**src/rtl/timer_counter_bank.sv**
```systemverilog
// timer_counter_bank: bank of prescaled up-counters with compare-match, overflow and one-shot modes.
// Define TIMER_COUNTER_BANK_IRQ_EN to implement CTRL.irq_en and drive irq; otherwise irq is tied low.
module timer_counter_bank #(
    parameter  int WIDTH    = 32,
    parameter  int CHANNELS = 4,
    localparam int AW       = $clog2(CHANNELS) + 2
) (
    input  logic                clk,
    input  logic                reset,
    input  logic                wr_en,
    input  logic [AW-1:0]       addr,
    input  logic [WIDTH-1:0]    wr_data,
    output logic [WIDTH-1:0]    rd_data,
    output logic [CHANNELS-1:0] irq
);
    localparam int CW = AW - 1;
    localparam logic [1:0] R_CTRL  = 2'd0;
    localparam logic [1:0] R_COUNT = 2'd1;
    localparam logic [1:0] R_CMP   = 2'd2;
    localparam logic [1:0] R_STAT  = 2'd3;

    logic [CW-1:0]       chan;
    logic [1:0]          ridx;
    logic [WIDTH-1:0]    ctrl_rd  [CHANNELS];
    logic [WIDTH-1:0]    count_rd [CHANNELS];
    logic [WIDTH-1:0]    cmp_rd   [CHANNELS];
    logic [WIDTH-1:0]    stat_rd  [CHANNELS];
    logic [CHANNELS-1:0] irq_nx;
    logic [WIDTH-1:0]    rd_nx;

    // One spare channel bit keeps out-of-range channels from aliasing onto real ones.
    assign chan = CW'(addr >> 2);
    assign ridx = addr[1:0];

    for (genvar g = 0; g < CHANNELS; g++) begin : g_ch
        logic             sel, we_ctrl, we_count, we_cmp, we_stat, tick, hit, step;
        logic             en_q, en_d, oneshot_q, clr_q, irqen_q, match_q, match_d, ovf_q, ovf_d;
        logic [7:0]       psc_q, pcnt_q, pcnt_d;
        logic [WIDTH-1:0] count_q, count_d, cmp_q;

        assign sel      = wr_en && (chan == CW'(g));
        assign we_ctrl  = sel && (ridx == R_CTRL);
        assign we_count = sel && (ridx == R_COUNT);
        assign we_cmp   = sel && (ridx == R_CMP);
        assign we_stat  = sel && (ridx == R_STAT);
        assign tick     = en_q && (pcnt_q == psc_q);
        assign hit      = (count_q == cmp_q);
        // Oneshot freezes COUNT on a match and clr_on_match reloads zero; otherwise keep counting.
        assign step     = !hit || (!oneshot_q && !clr_q);

        always_comb begin
            en_d    = en_q;
            pcnt_d  = '0;
            count_d = count_q;
            match_d = match_q;
            ovf_d   = ovf_q;
            if (we_stat) begin
                match_d = match_q & ~wr_data[0];
                ovf_d   = ovf_q & ~wr_data[1];
            end
            if (en_q && !tick)
                pcnt_d = pcnt_q + 8'd1;
            if (we_count) begin
                count_d = wr_data;
            end else if (tick) begin
                if (hit) begin
                    match_d = 1'b1;
                    if (oneshot_q)
                        en_d = 1'b0;
                    else if (clr_q)
                        count_d = '0;
                end
                if (step) begin
                    count_d = count_q + WIDTH'(1);
                    if (&count_q)
                        ovf_d = 1'b1;
                end
            end
            if (we_ctrl) begin
                en_d   = wr_data[0];
                pcnt_d = '0;
            end
        end

        always_ff @(posedge clk) begin
            if (!reset) begin
                en_q      <= 1'b0;
                oneshot_q <= 1'b0;
                clr_q     <= 1'b0;
                psc_q     <= '0;
                pcnt_q    <= '0;
                count_q   <= '0;
                cmp_q     <= '0;
                match_q   <= 1'b0;
                ovf_q     <= 1'b0;
            end else begin
                en_q    <= en_d;
                pcnt_q  <= pcnt_d;
                count_q <= count_d;
                match_q <= match_d;
                ovf_q   <= ovf_d;
                if (we_ctrl) begin
                    oneshot_q <= wr_data[1];
                    clr_q     <= wr_data[2];
                    psc_q     <= wr_data[15:8];
                end
                if (we_cmp)
                    cmp_q <= wr_data;
            end
        end

`ifdef TIMER_COUNTER_BANK_IRQ_EN
        logic irqen_d;
        assign irqen_d = we_ctrl ? wr_data[3] : irqen_q;
        always_ff @(posedge clk) begin
            if (!reset)
                irqen_q <= 1'b0;
            else
                irqen_q <= irqen_d;
        end
        // Built from next-state flags so irq rises on the same edge that sets match.
        assign irq_nx[g] = match_d & irqen_d;
`else
        assign irqen_q   = 1'b0;
        assign irq_nx[g] = 1'b0;
`endif

        assign ctrl_rd[g]  = WIDTH'({psc_q, 4'b0000, irqen_q, clr_q, oneshot_q, en_q});
        assign count_rd[g] = count_q;
        assign cmp_rd[g]   = cmp_q;
        assign stat_rd[g]  = WIDTH'({ovf_q, match_q});
    end

    always_comb begin
        rd_nx = '0;
        for (int unsigned i = 0; i < CHANNELS; i++) begin
            if (chan == CW'(i)) begin
                case (ridx)
                    R_CTRL:  rd_nx = ctrl_rd[i];
                    R_COUNT: rd_nx = count_rd[i];
                    R_CMP:   rd_nx = cmp_rd[i];
                    default: rd_nx = stat_rd[i];
                endcase
            end
        end
    end

    always_ff @(posedge clk) begin
        if (!reset) begin
            rd_data <= '0;
            irq     <= '0;
        end else begin
            rd_data <= rd_nx;
            irq     <= irq_nx;
        end
    end
endmodule
```
**config.mk**
```make
export PLATFORM = sky130hd
export DESIGN_NAME = timer_counter_bank
export DESIGN_NICKNAME = d
export VERILOG_FILES = /design/src/rtl/timer_counter_bank.sv
export SDC_FILE = /design/constraint.sdc
export NUM_CORES = 1
export LEC_CHECK = 0
export BUFFER_PORTS_ARGS = -buffer_cell sky130_fd_sc_hd__buf_4
export CAP_MARGIN = 0
export CORE_ASPECT_RATIO = 0.8
export CORE_MARGIN = 2
export CORE_UTILIZATION = 36
export CTS_CLUSTER_SIZE = 20
export DETAILED_ROUTE_END_ITERATION = 6
export SLEW_MARGIN = 15
export SYNTH_ARGS = -nofsm -noshare
export SYNTH_HDL_FRONTEND = slang
export SYNTH_SLANG_ARGS = --single-unit
export TNS_END_PERCENT = 20
```
**constraint.sdc**
```tcl
create_clock -name clk -period 2.4 [get_ports clk]
set_clock_uncertainty 0.15 [all_clocks]
set_input_delay 0.12 -clock clk [delete_from_list [all_inputs] [get_ports clk]]
set_output_delay 0.12 -clock clk [all_outputs]
set_load 0.005 [all_outputs]
```
=== Word-level counts from Yosys, hierarchy flattened ===
Index checks and enable logic that the tools add are counted.

* Add/subtract/negate cells: 8
* Equality and inequality tests: 22
* Mux-type cells: 88
* Bitwise operators: 15
* Reductions and logical operators: 94

{| class="wikitable"
|+ Operators with widths
! operator !! number
|-
| 32-bit two-way mux || 28
|-
| 32-bit one-hot mux with 3 select lines || 4
|-
| 32-bit by 1-bit adder with 32-bit output (second input constant) || 4
|-
| 32-bit equality test || 4
|-
| 32-bit AND reduction || 4
|-
| 1-bit two-way mux || 56
|-
| 8-bit by 1-bit adder with 8-bit output (second input constant) || 4
|-
| 8-bit equality test || 4
|-
| 1-bit logical AND || 32
|-
| 4-bit AND reduction || 8
|-
| 2-bit nonzero test || 16
|-
| 3-bit nonzero test || 8
|-
| 1-bit zero test || 16
|-
| 3-bit inequality test (second input constant) || 4
|-
| 3-bit OR reduction || 4
|-
| 1-bit AND || 8
|-
| 2-bit equality test (second input constant) || 4
|-
| 2-bit inequality test (second input constant) || 4
|-
| 1-bit inverter || 7
|-
| 2-bit by 1-bit equality test with 1-bit output (second input constant) || 2
|-
| 1-bit logical OR || 4
|-
| 3-bit zero test || 1
|-
| 2-bit zero test || 1
|}

* Flip-flop bits (word level): 372
* Input port bits: 39
* Output and inout bits: 36
* Logic and storage cells: 264

=== Logic depth before layout (Yosys ltp) ===
* Depth after elaboration: 8
* Mapped depth: 11
* Depth with buffers taken out: 8

=== Worst setup path before layout ===
Ideal clock, no wire load.

* Path kind: reg2reg
* Start: register g_ch[0].count_q[0]
* End: register g_ch[0].count_q[30]
* Library setup time: 0.117 ns
* Arrival time: 2.153 ns
* Required time: 2.133 ns
* Setup slack: -0.021 ns
* Cell stages (with the launch flop): 8
* Path buffers: 0
* Period minus slack after synthesis: 2.421 ns
* Cell sequence: dfxtp_1 > ha_1 > nand3_1 > or4_1 > or2_1 > nor3_2 > o21bai_1 > a32o_1

* Cells in the longest elaborated chain, start to end: 6
* Elaborated cells between the ends (all ways): 11
* Those cells by class: 1 x add/sub; 2 x eq/ne; 3 x mux; 5 x reduce/logical

{| class="wikitable"
|+ Ends and longest elaborated chain
! element !! RTL line !! source
|-
| start: declaration || 39 || <nowiki>logic [WIDTH-1:0] count_q, count_d, cmp_q;</nowiki>
|-
| start signal: assignment || 99 || <nowiki>count_q <= count_d;</nowiki>
|-
| parallel branches: the longest is 6 deep, another holds 32-bit by 1-bit adder with 32-bit output || -- ||
|}

Several ways; the timed one is not identified. The select of a mux whose other input is x is not followed.
A chain may end at the register's enable or synchronous reset.

=== Final worst setup path ===
* Start: register g_ch[3].count_q[1]
* End: register g_ch[3].count_q[3]

* Cells in the longest elaborated chain, start to end: 6
* Elaborated cells between the ends (all ways): 11
* Those cells by class: 1 x add/sub; 2 x eq/ne; 3 x mux; 5 x reduce/logical

{| class="wikitable"
|+ Ends and longest elaborated chain
! element !! RTL line
|-
| start: declaration || 39
|-
| start signal: assignment || 99
|-
| parallel branches: the longest is 6 deep, another holds 32-bit by 1-bit adder with 32-bit output || --
|}

Several ways; the timed one is not identified. The select of a mux whose other input is x is not followed.

==> impl_metrics.tcl <==
set metrics [dict create \
    path_delay_family "compound AO/OA/AOI/OAI gates" \
    synth_area_leaders "dfxtp_1, nand2_1, a21oi_1" \
    required_ns 2.74 \
    start_kind "register" \
    synth_top_area_share_pct 35.8 \
    seqCellArea_sq_mm 0.00749 \
    drv_slew 0 \
    period_needed_ns 2.52 \
    io_pins 75 \
    design_area_sq_mm 0.0284 \
    cp.arrival_ns 2.85 \
    relSlewSlack_pct 38.9 \
    die_y_microns 219 \
    powerDensity_mw_per_mm2 576 \
    start_util_pct 36.5 \
    path_cells "buf_6 > xor2_2 > nor4_2 > buf_4 > nand4_4 > o31ai_4 > buf_6 > nor2_4 > a21o_1 > a221o_1" \
    slowest_delay_ns 0.43 \
    gr-usage-all-layers_pct 32.0 \
    cp_num_buf_inv 3 \
    failed_checks "setup timing" \
    cts_buffers 45 \
    met1Wirelength_microns 43700 \
    ant_nets 0 \
    worstMarginPinSlew_ns 0.917 \
    clock-sinks 372 \
    ys_seq_area_share_pct 35.8 \
    multi_input_area_sq_mm 0.0127 \
    grt_pass1_wl_microns 143000 \
    async_flop_share_pct 0 \
    wl_met3_microns 11100 \
    worst_slack_ns -0.117 \
    die-area_sq_mm 0.0597 \
    final_util_pct 49.9 \
    yosysMostFrequentCell "nand2_1" \
    overflow 0 \
    leakage_nw 11.5 \
    r2r_slack_ns -0.12 \
    row_count 78 \
    wl_per_cell_microns 24.9 \
    synth_top_area_cell "dfxtp_1" \
    htree_levels 2 \
    cp_slowest_cell "o31ai_4" \
    cp-end-kind "register" \
    clkSlewWorstSetupHoldPaths_ns 0.06 \
    ys_warn_count 0 \
    wl_microns 98400 \
    rsz0062_at_grt "true" \
    holdWs_ns 0.0943 \
    synth.top_cells.by_count "nand2_1, dfxtp_1, a21oi_1, clkbuf_1, xor2_1" \
    drv_cap 0 \
    cts-root-buf "clkbuf_16" \
    num_vias 23152 \
    hp-class "in -> reg" \
    drive_gt1_share_pct 28.2 \
    ys_ff_latch 372 \
    cts_tree "done" \
    total_power_mw 16.3 \
    clk_latency_ns 0.60 \
    highest_layer "met5" \
    vdd_drop_max_uv 487 \
    fillCellCount 5460 \
    dpl_worst_slack_ns -0.150 \
    firstDrtPassIters 6 \
    status "finished with violations" \
    crit_type "reg -> reg" \
    dpl-instance-area_sq_mm 0.0255 \
    die_width_microns 273 \
    crit_fanout 7 \
    setup_viol_count_final 37 \
    fin_nets 3205 \
    fmax_mhz 397 \
    drc 0 \
    grt_max_degree 76 \
    ys_types 82 \
    ys.flop_type "dfxtp_1" \
    grt_antenna_before_repair 5 \
    critical_path.most_common_cell "buf_6" \
    postSynthAreaPerCell_sq_um 7.72 \
    wl_met2_microns 40100 \
    synth_enable_flop_cells 0 \
    first_global_vias 21625 \
    fin_crit_sh_pct 105 \
    place.gp.congestion 0.990 \
    drt_iter0_drc 2948 \
    core_sq_mm 0.0569 \
    final_hold_viol_count 0 \
    dp_hpwl_microns 73000 \
    synth_cells 2692 \
    area_growth_pct 36.6 \
    synth_area_sq_mm 0.0208 \
    clk_path_buf_depth 3 \
    io_buffers 70 \
    vias_per_cell 5.85 \
]
## final cells by class
| type | instances | share of cell area [%] |
|---|---|---|
| Clock buffer | 63 | 4.71 |
| Tap cell | 760 | 3.35 |
| Antenna cell | 1 | 0.00882 |
| Clock inverter | 20 | 1.18 |
| Timing Repair Buffer | 667 | 19.1 |
| Inverter | 32 | 0.450 |
| Multi-Input combinational cell | 2040 | 44.9 |
| Sequential cell | 372 | 26.4 |
## placed cells by master (no fill, tap or decap), types with 25 or more instances in the layout
cell type and count:
buf_4 590, nand2_1 509, dfxtp_1 342, a21oi_1 287, xor2_1 145, nor2_1 136
nand3_1 95, o21ai_0 83, xnor2_1 58, nand4_1 57, nor3_1 57, clkbuf_16 47
a221oi_1 45, a22oi_1 43, mux2i_1 38, dlygate4sd3_1 34, inv_1 31, and3_1 28
dfxtp_2 27, nor4_2 26, buf_6 25
## registers in the layout, indices dropped and copies added, names as in the netlist
register / flops
g_ch.oneshot_q: 4
g_ch.psc_q: 32
g_ch.ovf_q: 4
g_ch.en_q: 4
g_ch.count_q: 128
g_ch.pcnt_q: 32
g_ch.match_q: 4
g_ch.cmp_q: 128
rd_data: 32
g_ch.clr_q: 4
## metrics by stage
step                std cells  setup TNS, ns
floorplan                2695              0
global placement         3821          -5.60
detailed placement       3821          -4.38
CTS                      3942         -0.328
global route             3954          -5.10
finish                   3955          -1.59
## worst reg2reg max path, cell delays in order, from the launching register on
cell     delay, ns
dfxtp_2       0.32
buf_6         0.11
xor2_2        0.14
nor4_2        0.27
buf_4         0.20
nand4_4       0.12
o31ai_4       0.43
buf_6         0.17
nor2_4        0.04
a21o_1        0.18
a221o_1       0.30
## worst paths after layout
check                                        start            endpoint  cells past startpoint
worst max-delay path            g_ch[3].count_q[1]  g_ch[3].count_q[3]                     10
worst min-delay path                       addr[3]          rd_data[3]                      4
worst min register to register     g_ch[3].match_q     g_ch[3].match_q                      2
worst max register to register  g_ch[3].count_q[1]  g_ch[3].count_q[3]                     10
## report_power, final
| group | internal, mW | switching [mW] |
|---|---|---|
| registers | 6.29 | 0.0998 |
| logic | 0.826 | 1.30 |
| clock network | 4.85 | 2.99 |
## cells by family (layout without fill, tap and decap cells)
group / Yosys count / count (layout) / synth area share (%)
AOI/OAI and AO/OA: 680 / 680 / 21.1
xor gates and xnor gates: 218 / 218 / 9.19
adders and majority gates: 8 / 8 / 0.482
buffers and inverters: 284 / 782 / 5.94
DFF: 372 / 372 / 35.8
muxes: 48 / 48 / 2.91
other: 1 / 5 / 0.0180
and+or+nand+nor: 1081 / 1082 / 24.5
## timing repair
action | 4_1_cts | 5_1_grt
gates cloned | 0 | 2
pin swaps | 17 | 41
endpoints found under the setup margin | 78 | 115
hold buffers | 34 | 0
hold endpoints to repair | 301 | 0
gates resized for setup | 53 | 139
buffers inserted | 7 | 11
## routing by layer
metal / vias to the layer above / track usage, %
li1: 10505 / -
met1: 11156 / 46.5
met2: 1285 / 46.0
met3: 204 / 7.64
met4: 2 / 10.7
met5: - / 0
No activity file was read; power rests on OpenSTA's default activity.
